--- config.mk ---
export PLATFORM = sky130hd
export DESIGN_NAME = pong_sound
export DESIGN_NICKNAME = d
export VERILOG_FILES = /design/src/rtl/pong_sound_pkg.sv /design/src/rtl/pong_sound_tone_divider.sv /design/src/rtl/pong_sound.sv
export SDC_FILE = /design/constraint.sdc
export NUM_CORES = 1
export LEC_CHECK = 0
export CORE_MARGIN = 2
export CORE_UTILIZATION = 45
export CTS_BUF_LIST = sky130_fd_sc_hd__clkbuf_8
export DETAILED_ROUTE_END_ITERATION = 10
export PLACE_DENSITY = 0.64
export REMOVE_ABC_BUFFERS = 1
export SLEW_MARGIN = 20
export SYNTH_ARGS = -nofsm -noshare
export SYNTH_HDL_FRONTEND = slang
export SYNTH_HIERARCHICAL = 1
export SYNTH_SLANG_ARGS = --single-unit
export TNS_END_PERCENT = 100
--- constraint.sdc ---
create_clock -name clk -period 5.75 [get_ports clk]
set_input_delay 1.15 -clock clk [delete_from_list [all_inputs] [get_ports clk]]
set_output_delay 1.15 -clock clk [all_outputs]
set_load 0.02 [all_outputs]
--- src/rtl/pong_sound_pkg.sv ---
// Shared state encoding, tone identifiers and default tone constants for pong_sound.
// The goal tone is only built when PONG_GOAL_TONE_EN is defined.
package pong_sound_pkg;

  typedef enum logic [1:0] {
    ST_IDLE = 2'd0,
    ST_WALL = 2'd1,
    ST_PAD  = 2'd2,
    ST_GOAL = 2'd3
  } state_e;

  localparam logic [1:0] TONE_NONE = 2'd0;
  localparam logic [1:0] TONE_WALL = 2'd1;
  localparam logic [1:0] TONE_PAD  = 2'd2;
  localparam logic [1:0] TONE_GOAL = 2'd3;

  localparam int DUR_W          = 7;
  localparam int DEF_HW         = 18;
  localparam int DEF_PAD_HALF   = 32768;
  localparam int DEF_WALL_HALF  = 4096;
  localparam int DEF_GOAL_HALF  = 65536;
  localparam int DEF_GOAL_STEP  = 2048;
  localparam int DEF_PAD_TICKS  = 20;
  localparam int DEF_WALL_TICKS = 10;
  localparam int DEF_GOAL_TICKS = 100;

  // The tone id doubles as the event priority, so a new event wins when id >= current.
  function automatic logic [1:0] tone_of(state_e s);
    case (s)
      ST_WALL: return TONE_WALL;
      ST_PAD:  return TONE_PAD;
      ST_GOAL: return TONE_GOAL;
      default: return TONE_NONE;
    endcase
  endfunction

endpackage

--- src/rtl/pong_sound_tone_divider.sv ---
// Square-wave phase generator: counts clk while run is high and flips phase every
// half clk cycles; clear returns counter and phase to zero.
module tone_divider #(
  parameter int HW = 18
) (
  input  logic          clk,
  input  logic          rst_n,
  input  logic          run,
  input  logic          clear,
  input  logic [HW-1:0] half,
  output logic          phase
);

  localparam logic [HW-1:0] ONE = HW'(1);

  logic [HW-1:0] cnt;

  // >= rather than == keeps the divider from running away if half ever shrinks mid-tone.
  always_ff @(posedge clk or negedge rst_n) begin
    if (!rst_n) begin
      cnt   <= '0;
      phase <= 1'b0;
    end else if (clear) begin
      cnt   <= '0;
      phase <= 1'b0;
    end else if (run) begin
      if (cnt >= half - ONE) begin
        cnt   <= '0;
        phase <= ~phase;
      end else begin
        cnt <= cnt + ONE;
      end
    end
  end

endmodule

--- src/rtl/pong_sound.sv ---
// Buzzer tone sequencer for Pong: hit events start timed square-wave tones.
// Define PONG_GOAL_TONE_EN to add the sweeping goal tone.
module pong_sound
  import pong_sound_pkg::*;
#(
  parameter int PAD_HALF   = DEF_PAD_HALF,
  parameter int WALL_HALF  = DEF_WALL_HALF,
  parameter int GOAL_HALF  = DEF_GOAL_HALF,
  parameter int GOAL_STEP  = DEF_GOAL_STEP,
  parameter int PAD_TICKS  = DEF_PAD_TICKS,
  parameter int WALL_TICKS = DEF_WALL_TICKS,
  parameter int GOAL_TICKS = DEF_GOAL_TICKS,
  parameter int HW         = DEF_HW
) (
  input  logic       clk,
  input  logic       rst_n,
  input  logic       game_en,
  input  logic       pause,
  input  logic       pad_hit,
  input  logic       wall_hit,
  input  logic       goal,
  output logic       buzzer,
  output logic       busy,
  output logic [1:0] tone_id
);

  state_e             state;
  logic [DUR_W-1:0]   dur;
  logic [HW-1:0]      half;
  logic [1:0]         ev_prio;
  logic               accept;
  logic               tick;
  logic               done;
  logic               run;
  logic               clear;
  logic               phase;

`ifdef PONG_GOAL_TONE_EN
  function automatic logic [HW-1:0] sat_add(logic [HW-1:0] a, logic [HW-1:0] b);
    logic [HW:0] s;
    s = {1'b0, a} + {1'b0, b};
    return s[HW] ? '1 : s[HW-1:0];
  endfunction
`else
  logic unused_goal;
  assign unused_goal = goal | (GOAL_HALF == 0) | (GOAL_STEP == 0) | (GOAL_TICKS == 0);
`endif

  // Later assignments override earlier ones, giving goal > pad > wall.
  always_comb begin
    ev_prio = TONE_NONE;
    if (wall_hit) ev_prio = TONE_WALL;
    if (pad_hit)  ev_prio = TONE_PAD;
`ifdef PONG_GOAL_TONE_EN
    if (goal)     ev_prio = TONE_GOAL;
`endif
  end

  assign accept = !pause && (ev_prio != TONE_NONE) && (ev_prio >= tone_of(state));
  assign tick   = !pause && game_en && (state != ST_IDLE) && !accept;
  assign done   = tick && (dur == DUR_W'(1));
  assign run    = !pause && (state != ST_IDLE);
  assign clear  = accept || done;

  always_ff @(posedge clk or negedge rst_n) begin
    if (!rst_n) begin
      state <= ST_IDLE;
      dur   <= '0;
      half  <= '0;
    end else if (accept) begin
      case (ev_prio)
        TONE_WALL: begin
          state <= ST_WALL;
          dur   <= DUR_W'(WALL_TICKS);
          half  <= HW'(WALL_HALF);
        end
        TONE_PAD: begin
          state <= ST_PAD;
          dur   <= DUR_W'(PAD_TICKS);
          half  <= HW'(PAD_HALF);
        end
`ifdef PONG_GOAL_TONE_EN
        TONE_GOAL: begin
          state <= ST_GOAL;
          dur   <= DUR_W'(GOAL_TICKS);
          half  <= HW'(GOAL_HALF);
        end
`endif
        default: ;
      endcase
    end else if (done) begin
      state <= ST_IDLE;
      dur   <= '0;
    end else if (tick) begin
      dur <= dur - DUR_W'(1);
`ifdef PONG_GOAL_TONE_EN
      // Goal tone falls in pitch: each counted tick lengthens the half-period.
      if (state == ST_GOAL) half <= sat_add(half, HW'(GOAL_STEP));
`endif
    end
  end

  tone_divider #(
    .HW(HW)
  ) u_div (
    .clk   (clk),
    .rst_n (rst_n),
    .run   (run),
    .clear (clear),
    .half  (half),
    .phase (phase)
  );

  // Pause silences the pin without disturbing the stored phase.
  assign buzzer  = phase & ~pause;
  assign busy    = (state != ST_IDLE);
  assign tone_id = tone_of(state);

endmodule

==> results of run 1 <==
power by group through the flow:
stage	registers [mW]	logic [mW]	clock network, mW
finish	0.345	0.361	0.173
floorplan	0.337	0.264	0
CTS	0.346	0.359	0.180
global route	0.355	0.410	0.189
detailed placement	0.348	0.359	0
global placement	0.347	0.353	0
sequential cells by signal, summed over array words and instances, names as in the netlist:
| name | cells |
|---|---|
| u_div/cnt | 18 |
| state | 2 |
| u_div/phase | 1 |
| half | 2 |
| dur | 7 |
synthesized netlist by cell type (3+ instances only):
cell type | number | area share, %
sky130_fd_sc_hd__o21ai_0 | 7 | 1.5
sky130_fd_sc_hd__nor3_1 | 9 | 2.0
sky130_fd_sc_hd__nor2b_1 | 3 | 0.82
sky130_fd_sc_hd__a31oi_1 | 3 | 0.82
sky130_fd_sc_hd__nor4_1 | 3 | 0.82
sky130_fd_sc_hd__xor2_1 | 13 | 5.0
sky130_fd_sc_hd__a211oi_1 | 3 | 0.98
sky130_fd_sc_hd__nand2_1 | 20 | 3.3
sky130_fd_sc_hd__ha_1 | 24 | 13
sky130_fd_sc_hd__dfrtp_1 | 30 | 33
sky130_fd_sc_hd__nand3_1 | 15 | 3.3
sky130_fd_sc_hd__nand2b_1 | 3 | 0.82
sky130_fd_sc_hd__a21oi_1 | 8 | 1.7
sky130_fd_sc_hd__inv_1 | 8 | 1.3
sky130_fd_sc_hd__nor2_1 | 34 | 5.6
sky130_fd_sc_hd__and3_1 | 3 | 0.82
sky130_fd_sc_hd__nand4_1 | 9 | 2.4
sky130_fd_sc_hd__clkbuf_1 | 3 | 0.49
sky130_fd_sc_hd__xnor2_1 | 18 | 6.9
cells by family after synthesis:
| family | after synthesis |
|---|---|
| flops | 30 |
| other cells | 1 |
| simple gates | 118 |
| fa+ha+maj | 24 |
| xor+xnor | 31 |
| buf+inv | 13 |
| compound gates | 39 |
| mux | 1 |
worst max-delay path, stage by stage:
cell and delay [ps]:
sky130_fd_sc_hd__clkdlybuf4s50_1 470, sky130_fd_sc_hd__nand2b_1 170, sky130_fd_sc_hd__ha_1 260, sky130_fd_sc_hd__nor3b_1 310
sky130_fd_sc_hd__or4_4 270, sky130_fd_sc_hd__o21ai_2 170, sky130_fd_sc_hd__a211oi_1 200, sky130_fd_sc_hd__nand2_1 170
sky130_fd_sc_hd__o21bai_1 220, sky130_fd_sc_hd__o32a_1 340, sky130_fd_sc_hd__nor3_1 360, sky130_fd_sc_hd__mux2_2 220
metal layers:
layer | global-route usage [%] | part of all wire [%] | up-vias
li1 | - | - | 993
met1 | 23.2 | 51 | 869
met2 | 29.8 | 47 | 14
met3 | 4.37 | 1.6 | 4
met4 | 5.07 | 0.47 | 0
met5 | 0 | 0 | -
worst paths after layout:
check	startpoint	end	slack (ps)	depth (start not counted)
min	dur[6]	dur[6]	540	2
max in group asynchronous	rst_n	u_div/cnt[6]	4210	2
max reg2reg	half[15]	u_div/cnt[0]	2690	10
max	pad_hit	u_div/cnt[0]	1630	12
min reg2reg	dur[6]	dur[6]	540	2
min in group asynchronous	rst_n	dur[3]	1250	2
through the flow:
step,instances,util (%)
5_1_grt,388,54.5
2_1_floorplan,299,-
4_1_cts,388,54.5
6_report,388,54.5
3_5_place_dp,380,52.7
3_3_place_gp,380,52.7
cell type report:
type | instances | area (sq um) | share of cell area [%]
multi-input combinational | 261 | 1670 | 61.0
sequential | 30 | 751 | 27.5
timing repair buffer | 11 | 105 | 3.85
tap | 70 | 87.6 | 3.21
clock buffer | 6 | 82.6 | 3.02
inverter | 8 | 30.0 | 1.10
clock inverter | 2 | 8.76 | 0.321
==> flow_metrics.tcl, run 1 <==
set metrics [dict create \
    status "completed" \
    drt-initial-drc-count 127 \
    yosys.area_share.simple_pct 27.6 \
    worst_hold_slack_ps 544 \
    cts_inserted_buffers 5 \
    synthCells 257 \
    routabilityCongestion 0.787 \
    timing.final.crit_period_ps 4120 \
    net_switching_component_of_the_power_mw 0.350 \
    hold_viol_final 0 \
    io_port_bufs 9 \
    wire_length_of_the_first_global_routing_pass_mm 7.75 \
    drive_gt1_share_pct 7.23 \
    synth-xor-area-share_pct 11.8 \
    power_frac_comb_pct 41.1 \
    die_area_sq_um 5700 \
    dieHeight_microns 75.5 \
    cts_hold_repair.buffers 0 \
    antenna_cells 0 \
    final_instance_area_sq_um 2730 \
    final_nets 348 \
    drt_wl_total_mm 4.51 \
    power.share.sequential_pct 39.3 \
    place_ws_ps 1380 \
    die_width_microns 75.5 \
    finalMaxSlewViolations 0 \
    vdd_drop_max_uv 252 \
    area_growth_syn_to_layout_pct 18.8 \
    ys_async_sr_fraction_pct 100 \
    cts_resized 0 \
    initial_utilization_pct 45.9 \
    fillers 503 \
    top_level_ports 11 \
    vias_per_cell 4.85 \
    share_of_the_synthesized_area_in_compound_gates_ao_oa_aoi_oai_pct 11.7 \
    cts_htree_levels 2 \
    yosysWarningCount 6 \
    antenna_violating_nets_post_route 0 \
    cts.repair_timing.setup_buffer_count 0 \
    detail_route.first_pass.iterations 6 \
    holdCritPathClass "reg -> reg" \
    p_int_mw 0.528 \
    largest_net_degree_at_the_start_of_global_routing 31 \
    synth.cell_area_sq_um 2300 \
    grt_util_all_layers_pct 17.9 \
    vias 1880 \
    drc 0 \
    cp_max_fo 11 \
    yosys_most_used_dff "sky130_fd_sc_hd__dfrtp_1" \
    cts_root_buf "sky130_fd_sc_hd__clkbuf_8" \
    ys_types 51 \
    mostFrequentLayoutCells "sky130_fd_sc_hd__conb_1 (48), sky130_fd_sc_hd__nor2_1 (34), sky130_fd_sc_hd__dfrtp_1 (30)" \
    register_clock_pin_slew_on_the_reported_worst_setup_and_hold_paths_ps 60 \
    clkPwrFrac_pct 19.7 \
    maxClockFrequency_mhz 243 \
    timing.critical_path.required_ps 5970 \
    synth_sequential_area_ratio_pct 32.7 \
    core_region_area_sq_um 5010 \
    ctsLongestPathBuffers 2 \
    fin_setup_tns_ps 0 \
    setup_skew_ps 3.96 \
    place_area_sq_um 2640 \
    timing.final.crit_share_pct 71.6 \
    syn_area_per_cell_sq_um 8.94 \
    worst_ep_arrival_time_ps 4330 \
    grt_pass1_vias 1698 \
    layout.cells.most_common "sky130_fd_sc_hd__conb_1" \
    final-setup-viol-count 0 \
    yosys_register_bits 30 \
    synthMuxAreaShare_pct 0.490 \
    grt_setup_unrepaired "false" \
    critical_path.endpoint_type "register" \
    synth_fa_ha_area_share_pct 13.1 \
    dp_hpwl_mm 3.48 \
    tritoncts "built" \
    min_setup_slack_post_route_ps 1630 \
    worstMarginPinSlew_ps 719 \
    max_cap_viol_count 0 \
    std_cell_rows 26 \
    power.leakage_nw 1.29 \
    cell_pwr_density_nw_per_um2 322 \
    startpoint_type "input pin" \
    synth_enable_flop_cells 0 \
    overflow 0 \
    combinational_family_with_the_most_area_after_synthesis "simple AND/OR/NAND/NOR gates" \
    power_switching_share_pct 39.9 \
    detail_route.wl_per_cell_microns 11.6 \
    clkLatencyLatePin_ps 280 \
    max-slew-margin-rel_pct 51.9 \
    criticalPathCategory "in -> reg" \
    grt_antenna_before_repair 0 \
    clock_sink_count 30 \
    total_power_mw 0.879 \
]
(Power assumes the default switching activity.)
==> run 2, diff against run 1 <==
==> constraint.sdc (replaced) <==
create_clock -name clk -period 3.85 [get_ports clk]
set_input_delay 0.77 -clock clk [delete_from_list [all_inputs] [get_ports clk]]
set_output_delay 0.77 -clock clk [all_outputs]
set_load 0.02 [all_outputs]
==> flow_metrics.tcl, run 2 (synthesis results as in run 1) <==
set metrics [dict create \
    status "completed" \
    io_port_bufs 9 \
    antenna_violating_nets_post_route 0 \
    dieHeight_microns 75.5 \
    tritoncts "built" \
    drc 0 \
    wire_length_of_the_first_global_routing_pass_mm 8.00 \
    largest_register_ff_count 18 \
    grt_antenna_before_repair 0 \
    cts.repair_timing.setup_buffer_count 0 \
    layout.cells.most_common "sky130_fd_sc_hd__conb_1" \
    setup_skew_ps 7.87 \
    vias 1888 \
    total_power_mw 1.32 \
    crit_path_max_incr_delay_ps 820 \
    die_width_microns 75.5 \
    startpoint_type "input pin" \
    vias_per_cell 4.79 \
    core_region_area_sq_um 5010 \
    min_setup_slack_post_route_ps 325 \
    clkLatencyLatePin_ps 280 \
    antenna_cells 0 \
    timing.final.crit_period_ps 3520 \
    cts_root_buf "sky130_fd_sc_hd__clkbuf_8" \
    max_cap_viol_count 0 \
    grt_util_all_layers_pct 18.2 \
    grt_pass1_vias 1787 \
    dp_hpwl_mm 3.53 \
    routabilityCongestion 0.769 \
    power.leakage_nw 1.31 \
    drt_wl_total_mm 4.53 \
    overflow 0 \
    die_area_sq_um 5700 \
    finalMaxSlewViolations 0 \
    cts_hold_repair.buffers 0 \
    largestRegisters "u_div/cnt (18), dur (7)" \
    worstPathBufferInverterCount 1 \
    clock_sink_count 30 \
    placedCellCount 387 \
    detail_route.wl_per_cell_microns 11.5 \
    mostFrequentLayoutCells "sky130_fd_sc_hd__conb_1 (48), sky130_fd_sc_hd__nor2_1 (34), sky130_fd_sc_hd__dfrtp_1 (30)" \
    final-setup-viol-count 0 \
    post_layout_nonfiller_instances 394 \
    vdd_drop_max_uv 318 \
    cts_inserted_buffers 5 \
    cts_htree_levels 2 \
    initial_utilization_pct 45.9 \
    fin_setup_tns_ps 0 \
    place_ws_ps 25.6 \
    final_nets 355 \
    largest_net_degree_at_the_start_of_global_routing 31 \
    area_growth_syn_to_layout_pct 20.6 \
    maxClockFrequency_mhz 284 \
    regMostFlops "u_div/cnt" \
    timing.critical_path.required_ps 3970 \
    register_area_sq_um 751 \
    std_cell_rows 26 \
    cp_max_fo 13 \
    grt_setup_unrepaired "false" \
    max-slew-margin-rel_pct 31.4 \
    worstMarginPinSlew_ps 1030 \
    timing.final.crit_share_pct 91.6 \
    holdCritPathClass "reg -> reg" \
    fillers 498 \
    hold_viol_final 0 \
    top_level_ports 11 \
    criticalPathCategory "in -> reg" \
    multiInputGateArea_sq_um 1670 \
    critical_path.endpoint_type "register" \
    cell_pwr_density_nw_per_um2 476 \
    cts_resized 0 \
    ctsLongestPathBuffers 2 \
    cell_family_with_the_largest_share_of_critical_path_delay "compound AO/OA/AOI/OAI gates" \
    detail_route.first_pass.iterations 4 \
    worstPathCellList "clkdlybuf4s50_1, nand2b_1, ha_1, nor3b_1, or4_4, o21ai_2, a211oi_1, nand2_1, o21bai_1, o32ai_2, a21oi_1, nor2_1" \
    register_clock_pin_slew_on_the_reported_worst_setup_and_hold_paths_ps 60 \
    drive_gt1_share_pct 9.26 \
    worst_ep_arrival_time_ps 3640 \
    cpMaxStageDelayCell "sky130_fd_sc_hd__a21oi_1" \
    drt-initial-drc-count 54 \
]
## run 2: worst register-to-register path, cell delays in order, from the launching register on
cell,delay [ps]
sky130_fd_sc_hd__dfrtp_1,420
sky130_fd_sc_hd__or4_1,520
sky130_fd_sc_hd__nor2_1,120
sky130_fd_sc_hd__xnor2_1,100
sky130_fd_sc_hd__ha_1,320
sky130_fd_sc_hd__nand3_1,150
sky130_fd_sc_hd__nor4_1,600
sky130_fd_sc_hd__o32ai_2,180
sky130_fd_sc_hd__a21oi_1,820
sky130_fd_sc_hd__nor2_1,130
## run 2: stage by stage
step / cell area (sq um) / utilization, % / hold WS, ps
floorplan: 2450 / - / 474
global placement: 2690 / 53.7 / 527
detailed placement: 2690 / 53.7 / 525
CTS: 2770 / 55.3 / 544
global route: 2770 / 55.3 / 588
finish: 2770 / 55.3 / 543
## run 2: area by class of cell
type	count	area share, %
clock buffers	5	2.48
clock inverters	2	0.361
inverters	8	1.08
multi-input cells	261	60.1
flip-flops and latches	30	27.1
well taps	70	3.16
repair buffers	18	5.69
## run 2: metal layers
metal | up-vias | global-route usage [%] | share of wire (%)
met1 | 864 | 24.1 | 51
met4 | 0 | 5.07 | 1.1
li1 | 1001 | - | -
met5 | - | 0 | 0
met2 | 17 | 30.4 | 46
met3 | 6 | 3.70 | 1.9
## run 2: final timing paths
kind / start / end / slack (ps) / cells after the start
hold reg to reg: dur[6] / dur[6] / 540 / 2
min in group asynchronous: rst_n / dur[4] / 880 / 2
max in group asynchronous: rst_n / half[15] / 2680 / 2
setup / recovery: pad_hit / u_div/cnt[13] / 330 / 12
hold / removal: dur[6] / dur[6] / 540 / 2
setup reg to reg: half[15] / u_div/cnt[13] / 330 / 9
## run 2: report_power, final
| part | total [mW] | internal [mW] | switching (mW) |
|---|---|---|---|
| clock | 0.241 | 0.121 | 0.120 |
| combinational | 0.566 | 0.266 | 0.300 |
| sequential | 0.512 | 0.403 | 0.109 |
==> run 3, diff against run 2 <==
--- a/config.mk
+++ b/config.mk
@@ -7,7 +7,7 @@
 export LEC_CHECK = 0
 export CORE_MARGIN = 2
 export CORE_UTILIZATION = 45
-export CTS_BUF_LIST = sky130_fd_sc_hd__clkbuf_8
+export CTS_BUF_LIST = sky130_fd_sc_hd__clkbuf_16
 export DETAILED_ROUTE_END_ITERATION = 10
 export PLACE_DENSITY = 0.64
 export REMOVE_ABC_BUFFERS = 1
==> flow_metrics.tcl, run 3 (synthesis results as in run 1) <==
set metrics [dict create \
    antenna_violating_nets_post_route 0 \
    largest_register_ff_count 18 \
    core_region_area_sq_um 5010 \
    cts_resized 0 \
    drc 0 \
    grt_antenna_before_repair 0 \
    tritoncts "built" \
    max_cap_viol_count 0 \
    vdd_drop_max_uv 475 \
    register_area_sq_um 751 \
    worstPathBufferInverterCount 1 \
    detail_route.wl_per_cell_microns 11.5 \
    holdPathStages 2 \
    wire_length_of_the_first_global_routing_pass_mm 7.90 \
    largestRegisters "u_div/cnt (18), dur (7)" \
    ff2ff_setup_slack_ps 310 \
    cp_max_fo 13 \
    power_frac_comb_pct 39.3 \
    timing.critical_path.required_ps 3950 \
    io_port_bufs 9 \
    holdCritPathClass "reg -> reg" \
    fin_setup_tns_ps 0 \
    worst_ep_arrival_time_ps 3650 \
    register_clock_pin_slew_on_the_reported_worst_setup_and_hold_paths_ps 50 \
    net_switching_component_of_the_power_mw 0.535 \
    mostFrequentLayoutCells "sky130_fd_sc_hd__conb_1 (48), sky130_fd_sc_hd__nor2_1 (34), sky130_fd_sc_hd__dfrtp_1 (30)" \
    final_nets 355 \
    power.leakage_nw 1.34 \
    routabilityCongestion 0.769 \
    total_power_mw 1.44 \
    grt_util_all_layers_pct 18.0 \
    met2_length_mm 2.12 \
    timing.final.crit_period_ps 3540 \
    cts.repair_timing.setup_buffer_count 0 \
    crit_path_max_incr_delay_ps 830 \
    fillers 487 \
    worst_hold_slack_ps 536 \
    status "completed" \
    cts_htree_levels 2 \
    drive_gt1_share_pct 9.26 \
    dp_hpwl_mm 3.53 \
    multiInputGateArea_sq_um 1670 \
    std_cell_rows 26 \
    detailroute.wirelength.met3_microns 76 \
    detail_route.first_pass.iterations 4 \
    drt_wl_total_mm 4.54 \
    cts_inserted_buffers 5 \
    max-slew-margin-rel_pct 30.5 \
    startpoint_type "input pin" \
    clkPwrFrac_pct 25.0 \
    overflow 0 \
    grt_pass1_vias 1775 \
    rr_endpoint "u_div/cnt[13]" \
    cts_root_buf "sky130_fd_sc_hd__clkbuf_16" \
    place_ws_ps 25.6 \
    vias 1853 \
    critical_path.endpoint_type "register" \
    min-delay-start "u_div/phase" \
    antenna_cells 0 \
    largest_net_degree_at_the_start_of_global_routing 31 \
    setup_skew_ps 5.76 \
    crit_reg_reg_startpoint "half[15]" \
    regMostFlops "u_div/cnt" \
    criticalPathCategory "in -> reg" \
    highest_layer "met4" \
    die_area_sq_um 5700 \
    area_growth_syn_to_layout_pct 23.0 \
    cell_pwr_density_nw_per_um2 508 \
    finalMaxSlewViolations 0 \
    ctsLongestPathBuffers 2 \
    placedCellCount 387 \
    drt-initial-drc-count 80 \
    die_width_microns 75.5 \
    initial_utilization_pct 45.9 \
    grt_setup_unrepaired "false" \
    clkLatencyLatePin_ps 270 \
    cell_family_with_the_largest_share_of_critical_path_delay "compound AO/OA/AOI/OAI gates" \
    layout.cells.most_common "sky130_fd_sc_hd__conb_1" \
    min_setup_slack_post_route_ps 307 \
    hold_viol_final 0 \
    cts_hold_repair.buffers 0 \
    power.share.sequential_pct 35.7 \
    maxClockFrequency_mhz 282 \
    p_int_mw 0.901 \
    reg2reg_depth 9 \
    worstPathCellList "clkdlybuf4s50_1, nand2b_1, ha_1, nor3b_1, or4_4, o21ai_2, a211oi_1, nand2_1, o21bai_1, o32ai_2, a21oi_1, nor2_1" \
    final-setup-viol-count 0 \
    top_level_ports 11 \
    dieHeight_microns 75.5 \
    worstMarginPinSlew_ps 1040 \
    clock_sink_count 30 \
    timing.final.crit_share_pct 92.0 \
    min_to "u_div/phase" \
    post_layout_nonfiller_instances 394 \
    power_switching_share_pct 37.2 \
    cpMaxStageDelayCell "sky130_fd_sc_hd__a21oi_1" \
    detail_route.wirelength.met1_mm 2.32 \
    vias_per_cell 4.70 \
]
run 3: metrics by stage:
step,area [sq um],utilization (%)
floorplan,2450,-
global placement,2690,53.7
global route,2830,56.4
finish,2830,56.4
detailed placement,2690,53.7
CTS,2830,56.4
run 3: final cells by class:
| cell class | count | area share (%) |
|---|---|---|
| repair buffers | 18 | 5.58 |
| clock buffers | 5 | 4.42 |
| clock inverters | 2 | 0.354 |
| flip-flops and latches | 30 | 26.5 |
| multi-input cells | 261 | 58.9 |
| inverters | 8 | 1.06 |
| well taps | 70 | 3.10 |
run 3: metal layers:
metal	global-route usage, %	vias to the layer above
met5	0	-
met4	4.09	0
met3	4.10	2
met2	29.8	11
met1	24.1	837
li1	-	1003
run 3: worst max path at each step:
stage | end | depth (start not counted) | start
2_1_floorplan | u_div/cnt[10] | 11 | pad_hit
3_3_place_gp | u_div/cnt[15] | 12 | pad_hit
3_5_place_dp | u_div/cnt[13] | 12 | pad_hit
4_1_cts | u_div/cnt[13] | 9 | half[15]
5_1_grt | u_div/cnt[15] | 9 | half[15]
6_report | u_div/cnt[13] | 12 | pad_hit
run 3: power groups by stage:
| stage | combinational [mW] | sequential, mW | clock (mW) |
|---|---|---|---|
| 2_1_floorplan | 0.394 | 0.503 | 0 |
| 5_1_grt | 0.645 | 0.528 | 0.383 |
| 3_5_place_dp | 0.559 | 0.518 | 0 |
| 6_report | 0.564 | 0.513 | 0.358 |
| 4_1_cts | 0.563 | 0.514 | 0.371 |
| 3_3_place_gp | 0.550 | 0.517 | 0 |
run 3: tightest hold or removal path: stages, from the launching register on:
cell                      delay [ps]
sky130_fd_sc_hd__dfrtp_1         380
sky130_fd_sc_hd__nand2_1          60
sky130_fd_sc_hd__nand3_1          60
